===== config.mk =====
export PLATFORM = sky130hd
export DESIGN_NAME = instr_fetch_unit
export DESIGN_NICKNAME = d
export VERILOG_FILES = /design/src/rtl/instr_fetch_unit.sv
export SDC_FILE = /design/constraint.sdc
export NUM_CORES = 1
export LEC_CHECK = 0
export BUFFER_PORTS_ARGS = -buffer_cell sky130_fd_sc_hd__buf_2
export CAP_MARGIN = 25
export CORE_ASPECT_RATIO = 1.75
export CORE_MARGIN = 1.5
export CORE_UTILIZATION = 40
export DETAILED_ROUTE_END_ITERATION = 10
export PLACE_DENSITY = 0.73
export SYNTH_ARGS = -nofsm -noshare
export SYNTH_HDL_FRONTEND = slang
export SYNTH_SLANG_ARGS = --single-unit

===== constraint.sdc =====
create_clock -name clk -period 2.7 [get_ports clk]
set_input_delay 0.675 -clock clk [delete_from_list [all_inputs] [get_ports clk]]
set_output_delay 0.675 -clock clk [all_outputs]
set_load 0.005 [all_outputs]

===== src/rtl/instr_fetch_unit.sv =====
// Instruction fetch stage: owns the PC, issues one word read at a time,
// latches the returned word and presents decoded fields to decode/control.
//
// Handshake rules (all ports):
//   imem:  imem_req is held high in FETCH until imem_gnt is seen on a rising
//          edge. Exactly one request is outstanding; imem_rvalid is only
//          honoured while waiting for that response.
//   out:   an instruction transfers on a rising edge where out_valid and
//          out_ready are both high. While out_valid is high and out_ready is
//          low, every field and pc_out stay stable. out_valid drops only on a
//          completed transfer, a redirect, or reset.
module instr_fetch_unit #(
  parameter logic [31:0] RESET_PC = 32'h0000_0000
) (
  input  logic        clk,
  input  logic        rst_n,
  output logic        imem_req,
  output logic [31:0] imem_addr,
  input  logic        imem_gnt,
  input  logic        imem_rvalid,
  input  logic [31:0] imem_rdata,
  input  logic        redirect_valid,
  input  logic [31:0] redirect_target,
  output logic        out_valid,
  input  logic        out_ready,
  output logic [5:0]  instr_op,
  output logic [5:0]  instr_field,
  output logic [4:0]  rs,
  output logic [4:0]  rt,
  output logic [4:0]  rd,
  output logic [31:0] imm_sext,
  output logic [31:0] pc_out,
  output logic [31:0] pc_plus4,
  output logic [31:0] instr_count,
  output logic [1:0]  fsm_state
);

  typedef enum logic [1:0] {
    S_RESET = 2'd0,
    S_FETCH = 2'd1,
    S_WAIT  = 2'd2,
    S_HOLD  = 2'd3
  } state_t;

  // Reset PC with the low bits forced so the fetch address is always aligned.
  localparam logic [31:0] RESET_PC_ALIGNED = {RESET_PC[31:2], 2'b00};

  state_t      state_q, state_d;
  logic [31:0] pc_q, pc_d;
  logic        discard_q, discard_d;
  logic        valid_q, valid_d;
  logic        load_en;
  logic        count_en;
  logic [31:0] instr_q;
  logic [31:0] pc_out_q;
  logic [31:0] pc_plus4_q;
  logic [31:0] count_q;
  logic [31:0] redirect_pc;
  logic [31:0] pc_inc;

  assign redirect_pc = {redirect_target[31:2], 2'b00};
  assign pc_inc      = pc_q + 32'd4;

  // State register.
  always_ff @(posedge clk or negedge rst_n) begin
    if (!rst_n) begin
      state_q <= S_RESET;
    end else begin
      state_q <= state_d;
    end
  end

  // Next-state and control decode; a redirect outranks every other event
  // except in RESET, where it is ignored.
  always_comb begin
    state_d   = state_q;
    pc_d      = pc_q;
    discard_d = discard_q;
    valid_d   = valid_q;
    load_en   = 1'b0;
    count_en  = 1'b0;
    case (state_q)
      S_RESET: begin
        state_d = S_FETCH;
      end
      S_FETCH: begin
        if (redirect_valid) begin
          pc_d = redirect_pc;
          // A grant in the same cycle was for the old PC; its data is stale.
          if (imem_gnt) begin
            state_d   = S_WAIT;
            discard_d = 1'b1;
          end
        end else if (imem_gnt) begin
          state_d   = S_WAIT;
          discard_d = 1'b0;
        end
      end
      S_WAIT: begin
        if (redirect_valid) begin
          pc_d = redirect_pc;
          if (imem_rvalid) begin
            discard_d = 1'b0;
            state_d   = S_FETCH;
          end else begin
            discard_d = 1'b1;
          end
        end else if (imem_rvalid) begin
          if (discard_q) begin
            discard_d = 1'b0;
            state_d   = S_FETCH;
          end else begin
            load_en = 1'b1;
            pc_d    = pc_inc;
            valid_d = 1'b1;
            state_d = S_HOLD;
          end
        end
      end
      S_HOLD: begin
        if (redirect_valid) begin
          // A transfer completing in the same cycle still counts.
          valid_d  = 1'b0;
          pc_d     = redirect_pc;
          count_en = out_ready;
          state_d  = S_FETCH;
        end else if (out_ready) begin
          valid_d  = 1'b0;
          count_en = 1'b1;
          state_d  = S_FETCH;
        end
      end
      default: begin
        state_d = S_FETCH;
      end
    endcase
  end

  // Datapath registers: PC, discard flag, presented instruction and counter.
  always_ff @(posedge clk or negedge rst_n) begin
    if (!rst_n) begin
      pc_q       <= RESET_PC_ALIGNED;
      discard_q  <= 1'b0;
      valid_q    <= 1'b0;
      instr_q    <= 32'd0;
      pc_out_q   <= 32'd0;
      pc_plus4_q <= 32'd0;
      count_q    <= 32'd0;
    end else begin
      pc_q      <= pc_d;
      discard_q <= discard_d;
      valid_q   <= valid_d;
      if (load_en) begin
        instr_q    <= imem_rdata;
        pc_out_q   <= pc_q;
        pc_plus4_q <= pc_inc;
      end
      if (count_en) begin
        count_q <= count_q + 32'd1;
      end
    end
  end

  // Request is a Moore output of FETCH; the address always shows the PC.
  assign imem_req    = (state_q == S_FETCH);
  assign imem_addr   = pc_q;
  assign out_valid   = valid_q;
  assign instr_op    = instr_q[31:26];
  assign instr_field = instr_q[5:0];
  assign rs          = instr_q[25:21];
  assign rt          = instr_q[20:16];
  assign rd          = instr_q[15:11];
  assign imm_sext    = {{16{instr_q[15]}}, instr_q[15:0]};
  assign pc_out      = pc_out_q;
  assign pc_plus4    = pc_plus4_q;
  assign instr_count = count_q;
  assign fsm_state   = state_q;

endmodule


Word level (Yosys, flattened, before mapping)
Index checks and enable logic that the tools add are counted.
{"block": "word_totals", "word_cells": 63, "ff_bits": 164}
{"block": "classes", "reduce_logical": 9, "n_eq_ne": 11, "n_mux": 33, "n_addsub": 2}
{"operator": "$mux W32", "n": 4}
{"operator": "$pmux W32 S2", "n": 1}
{"operator": "$add A32 B1 Y32 const B", "n": 1}
{"operator": "$add A32 B3 Y32 const B", "n": 1}
{"operator": "$mux W1", "n": 18}
{"operator": "$mux W2", "n": 7}
{"operator": "$ne A3 B3 Y1 const B", "n": 3}
{"operator": "$pmux W2 S4", "n": 1}
{"operator": "$ne A2 B2 Y1 const B", "n": 3}
{"operator": "$reduce_and A3 Y1", "n": 2}
{"operator": "$reduce_bool A2 Y1", "n": 3}
{"operator": "$reduce_and A5 Y1", "n": 1}
{"operator": "$eq A2 B2 Y1 const B", "n": 2}
{"operator": "$ne A2 B1 Y1 const B", "n": 2}
{"operator": "$pmux W1 S2", "n": 2}
{"operator": "$reduce_and A4 Y1", "n": 1}
{"operator": "$eq A2 B1 Y1 const B", "n": 1}
{"operator": "$logic_not A2 Y1", "n": 1}
{"operator": "$reduce_or A2 Y1", "n": 1}

Logic depth before layout (Yosys ltp)
{"block": "depth", "ltp_word": 5, "mapped_depth": 9}

Least setup slack after synthesis
OpenSTA, ideal clock, no wires.
{"block": "synth_path", "kind": "reg2reg", "start": "reg state_q[1], in the netlist fsm_state[1]", "end": "reg pc_q[31], in the netlist imem_addr[31]", "setup_time_ps": 69, "stages_incl_launch_ff": 8, "path_buffers": 2, "arrival_time_ps": 1901, "setup_slack_ps": 730, "cell_sequence": "dfrtp_1 -> inv_1 -> ha_1 -> clkbuf_1 -> or3_1 -> clkbuf_1 -> or4_1 -> nand3_1"}
{"block": "synth_between", "elab_chain_cells": 4}
{"element": "from (decl)", "line": "48", "text": "state_t state_q, state_d;"}
{"element": "from (signal assigned)", "line": "69", "text": "state_q <= state_d;"}
{"element": "$eq A2 B1 Y1 (*)"}
{"element": "named net imem_req", "line": "17", "text": "output logic imem_req,"}
{"element": "$reduce_or A2 Y1 (no source line) (*)"}
{"element": "$ne A2 B1 Y1 (no source line) / $reduce_bool A2 Y1 (equally long branches)"}
{"element": "$reduce_and A4 Y1 (no source line)"}
{"element": "to (signal assigned)", "line": "150", "text": "pc_q <= pc_d;"}
{"element": "to (decl)", "line": "49", "text": "logic [31:0] pc_q, pc_d;"}
The timed path passes the listed nets; every way through them passes the cells marked *.
A chain may end at the register's enable or synchronous reset.

Final worst setup path
{"block": "layout_path", "start": "reg state_q[1], in the netlist fsm_state[1]", "end": "reg pc_q[18], in the netlist imem_addr[18]"}
{"block": "layout_between", "elab_chain_cells": 4}
{"element": "$eq A2 B1 Y1 / $eq A2 B2 Y1 (equally long branches)", "line": "82", "text": "case (state_q)"}
{"element": "$reduce_or A2 Y1 (no source line)"}
{"element": "$ne A2 B1 Y1 (no source line) / $reduce_bool A2 Y1 (equally long branches)"}
{"element": "$reduce_and A4 Y1 (no source line)"}
Parallel ways exist; a longest one is shown, timed or not.

==> impl_metrics.ini <==
[clock_network]
tritoncts = yes
clock_path_buffers = 2
clock_latency_ns = 0.44
htreeDepth = 4
cts_buffers = 17
ctsResizeCount = 0
ctsHoldBuffers = 0
cts_root_buf = clkbuf_16
postCtsSetupRepairBufs = 0
clkTransAtPathRegs_ns = 0.07
clkSinkCount = 158

[detailed_routing]
vias = 6495
routed_wl_um = 19700
drt-wirelength-per-cell_um = 15.3
drc = 0
drtIter0Drc = 297
first_pass_iters = 5
viasPerCell = 5.05
ant_nets = 0

[floorplan]
die_h_um = 184
boundaryPins = 261
die_w_um = 106
die_area_um2 = 19600
start_util = 0.405
num_rows = 66
core_um2 = 18500

[place]
place_inst = 1253
port_buffers = 252
gp_congestion = 0.766
dp_slack_ns = 0.265
post-dp-hpwl_um = 14300

[power_and_ir_drop]
vdd_ir_drop_max_mv = 0.550
p_sw_frac = 0.366
internal-power_mw = 6.51
p_comb_frac = 0.356
p_leak_nw = 4.97
p_seq_frac = 0.400
p_per_area_nw_per_um2 = 1080
p_sw_mw = 3.76
clkPwrFrac = 0.245

[layout]
drive_gt1_frac = 0.309
ff_latch_area_um2 = 3950
multi_input_area_um2 = 3110
fillers = 1768
syn_to_final_growth_pct = 26.7
final_cells = 1287
nets = 1109

[global_route]
grt-ovfl-total = 0
grt_max_degree = 71
grt_pass1_wl_um = 30900
grt_usage = 0.203
antenna_found_initial = 1
grt_pass1_vias = 6004

[synth]
syn_inst = 817
ys.flop_type = dfrtp_1
ys_async_sr_fraction = 1.00
avgSynthCellArea_um2 = 9.17
synth_edf_count = 0
synth_cell_types = 49
yosysWarnings = 0
ys_seq_elements = 158
ys_seq_area_frac = 0.528
netlist_area_um2 = 7490

[setup_path]
endpoint_kind = flip-flop
path_max_fanout = 20
reg2reg_slack_ns = 0.27
arrival_ns = 2.78
critPathKind = reg2reg
worst_ep_required_time_ns = 3.05
start_kind = flip-flop

[timing]
fin_skew_ns = 0.0106
setup_slack_ns = 0.275
rsz0062_at_grt = no
tns_ns = 0
hold_viol = 0
max_slew_margin = 0.565
max_freq_mhz = 412
setup_viol = 0
slew_viol_final = 0
finalCritPeriodShare = 0.898
worst_pin_slew_ns = 0.647
fin_crit_ns = 2.43

[run_status]
status = finished, final reports clean

[job]
max-cap-violations = 0

[worst_hold_path]
hold_class = in2async
stage by stage:
| step | utilization | power [mW] | instance area (µm²) | hold WS, ns |
|---|---|---|---|---|
| floorplan | - | 6.19 | 7510 | 0.379 |
| global placement | 0.480 | 7.71 | 8870 | 0.453 |
| detailed placement | 0.480 | 7.84 | 8870 | 0.457 |
| CTS | 0.513 | 10.4 | 9480 | 0.189 |
| global route | 0.513 | 11.0 | 9490 | 0.215 |
| finish | 0.513 | 10.3 | 9490 | 0.187 |
area by class of cell:
| cell class | instances | area share |
|---|---|---|
| repair buffers | 275 | 0.157 |
| well taps | 238 | 0.0314 |
| diodes | 2 | 0.000527 |
| flip-flops and latches | 158 | 0.417 |
| clock inverters | 14 | 0.0191 |
| clock buffers | 18 | 0.0452 |
| inverters | 6 | 0.00237 |
| multi-input cells | 576 | 0.328 |
layout by cell type, fill, tap and decap left out, drive strengths merged, types with 6 or more instances in the layout:
cell and instances:
a21oi 33, nor3 9, xnor2 29, o21ai 45
clkbuf 18, nand4 16, buf 275, inv 12
nand2 267, a2bb2oi 17, nor2 19, nand3 29
xor2 30, and3 12, conb 6, dfrtp 158
o22ai 19, and4 9
layer usage:
layer / GRT usage / share of wire / vias up
met5: 0 / 0 / -
met4: 0.0917 / 0.025 / 0
met2: 0.354 / 0.53 / 206
li1: - / - / 3139
met3: 0.0482 / 0.056 / 31
met1: 0.235 / 0.39 / 3119
synthesized netlist by cell type (2+ instances only):
| master | instances | area share |
|---|---|---|
| and3_1 | 12 | 0.010 |
| o21ai_0 | 45 | 0.030 |
| ha_1 | 5 | 0.0084 |
| nand4_1 | 15 | 0.013 |
| inv_1 | 6 | 0.0030 |
| and4_4 | 2 | 0.0030 |
| buf_4 | 35 | 0.035 |
| clkbuf_1 | 31 | 0.016 |
| nand3_1 | 29 | 0.019 |
| xnor2_1 | 29 | 0.034 |
| a2bb2oi_1 | 17 | 0.020 |
| a31oi_1 | 3 | 0.0025 |
| nor3_1 | 3 | 0.0020 |
| buf_2 | 15 | 0.010 |
| o22ai_1 | 19 | 0.016 |
| dfrtp_1 | 158 | 0.53 |
| xor2_1 | 30 | 0.035 |
| a22oi_1 | 2 | 0.0020 |
| nor2b_1 | 2 | 0.0017 |
| nand2_1 | 265 | 0.13 |
| and2_1 | 2 | 0.0017 |
| o2bb2ai_1 | 2 | 0.0023 |
| nor3b_1 | 2 | 0.0020 |
| nor2_1 | 19 | 0.0095 |
| a21oi_1 | 33 | 0.022 |
| nor4_1 | 3 | 0.0025 |
| and4_1 | 7 | 0.0082 |
| nor3_2 | 5 | 0.0067 |
worst max-delay path, stage by stage (launching register included):
cell and delay [ns]:
dfrtp_1 0.43, ha_1 0.36, nor4b_1 0.63, o32ai_4 0.29, buf_4 0.30, a21oi_1 0.14, a2bb2oi_1 0.19
final timing paths:
check | start | end | cells past startpoint
setup / recovery | fsm_state[1] | imem_addr[18] | 6
hold / removal | rst_n | instr_count[20] | 1
setup reg to reg | fsm_state[1] | imem_addr[18] | 6
hold reg to reg | instr_q[9] | instr_q[9] | 2
max in group asynchronous | rst_n | pc_plus4[29] | 2
min in group clk | imem_rdata[20] | instr_q[20] | 3
kinds of logic (layout without fill, tap and decap cells):
kind of cell | count (synthesis) | count (layout) | share of synthesized area
buf+inv | 88 | 313 | 0.0641
compound gates | 127 | 127 | 0.101
mux | 2 | 2 | 0.00284
xor+xnor | 59 | 59 | 0.0690
simple gates | 377 | 377 | 0.226
other cells | 1 | 8 | 0.000501
flops | 158 | 158 | 0.528
fa+ha+maj | 5 | 5 | 0.00835
power groups by stage:
stage	Combinational (mW)	Sequential (mW)	Clock, mW
CTS	3.71	4.10	2.57
detailed placement	3.70	4.14	0
global placement	3.61	4.10	0
floorplan	2.12	4.07	0
finish	3.65	4.10	2.51
global route	4.11	4.25	2.66
registers in the layout, indices dropped and copies added, names as in the netlist:
name         flops
out_valid        1
discard_q        1
pc_out          30
pc_plus4        30
instr_q         32
imem_addr       30
fsm_state        2
instr_count     32
No activity file was read; power rests on OpenSTA's default activity.
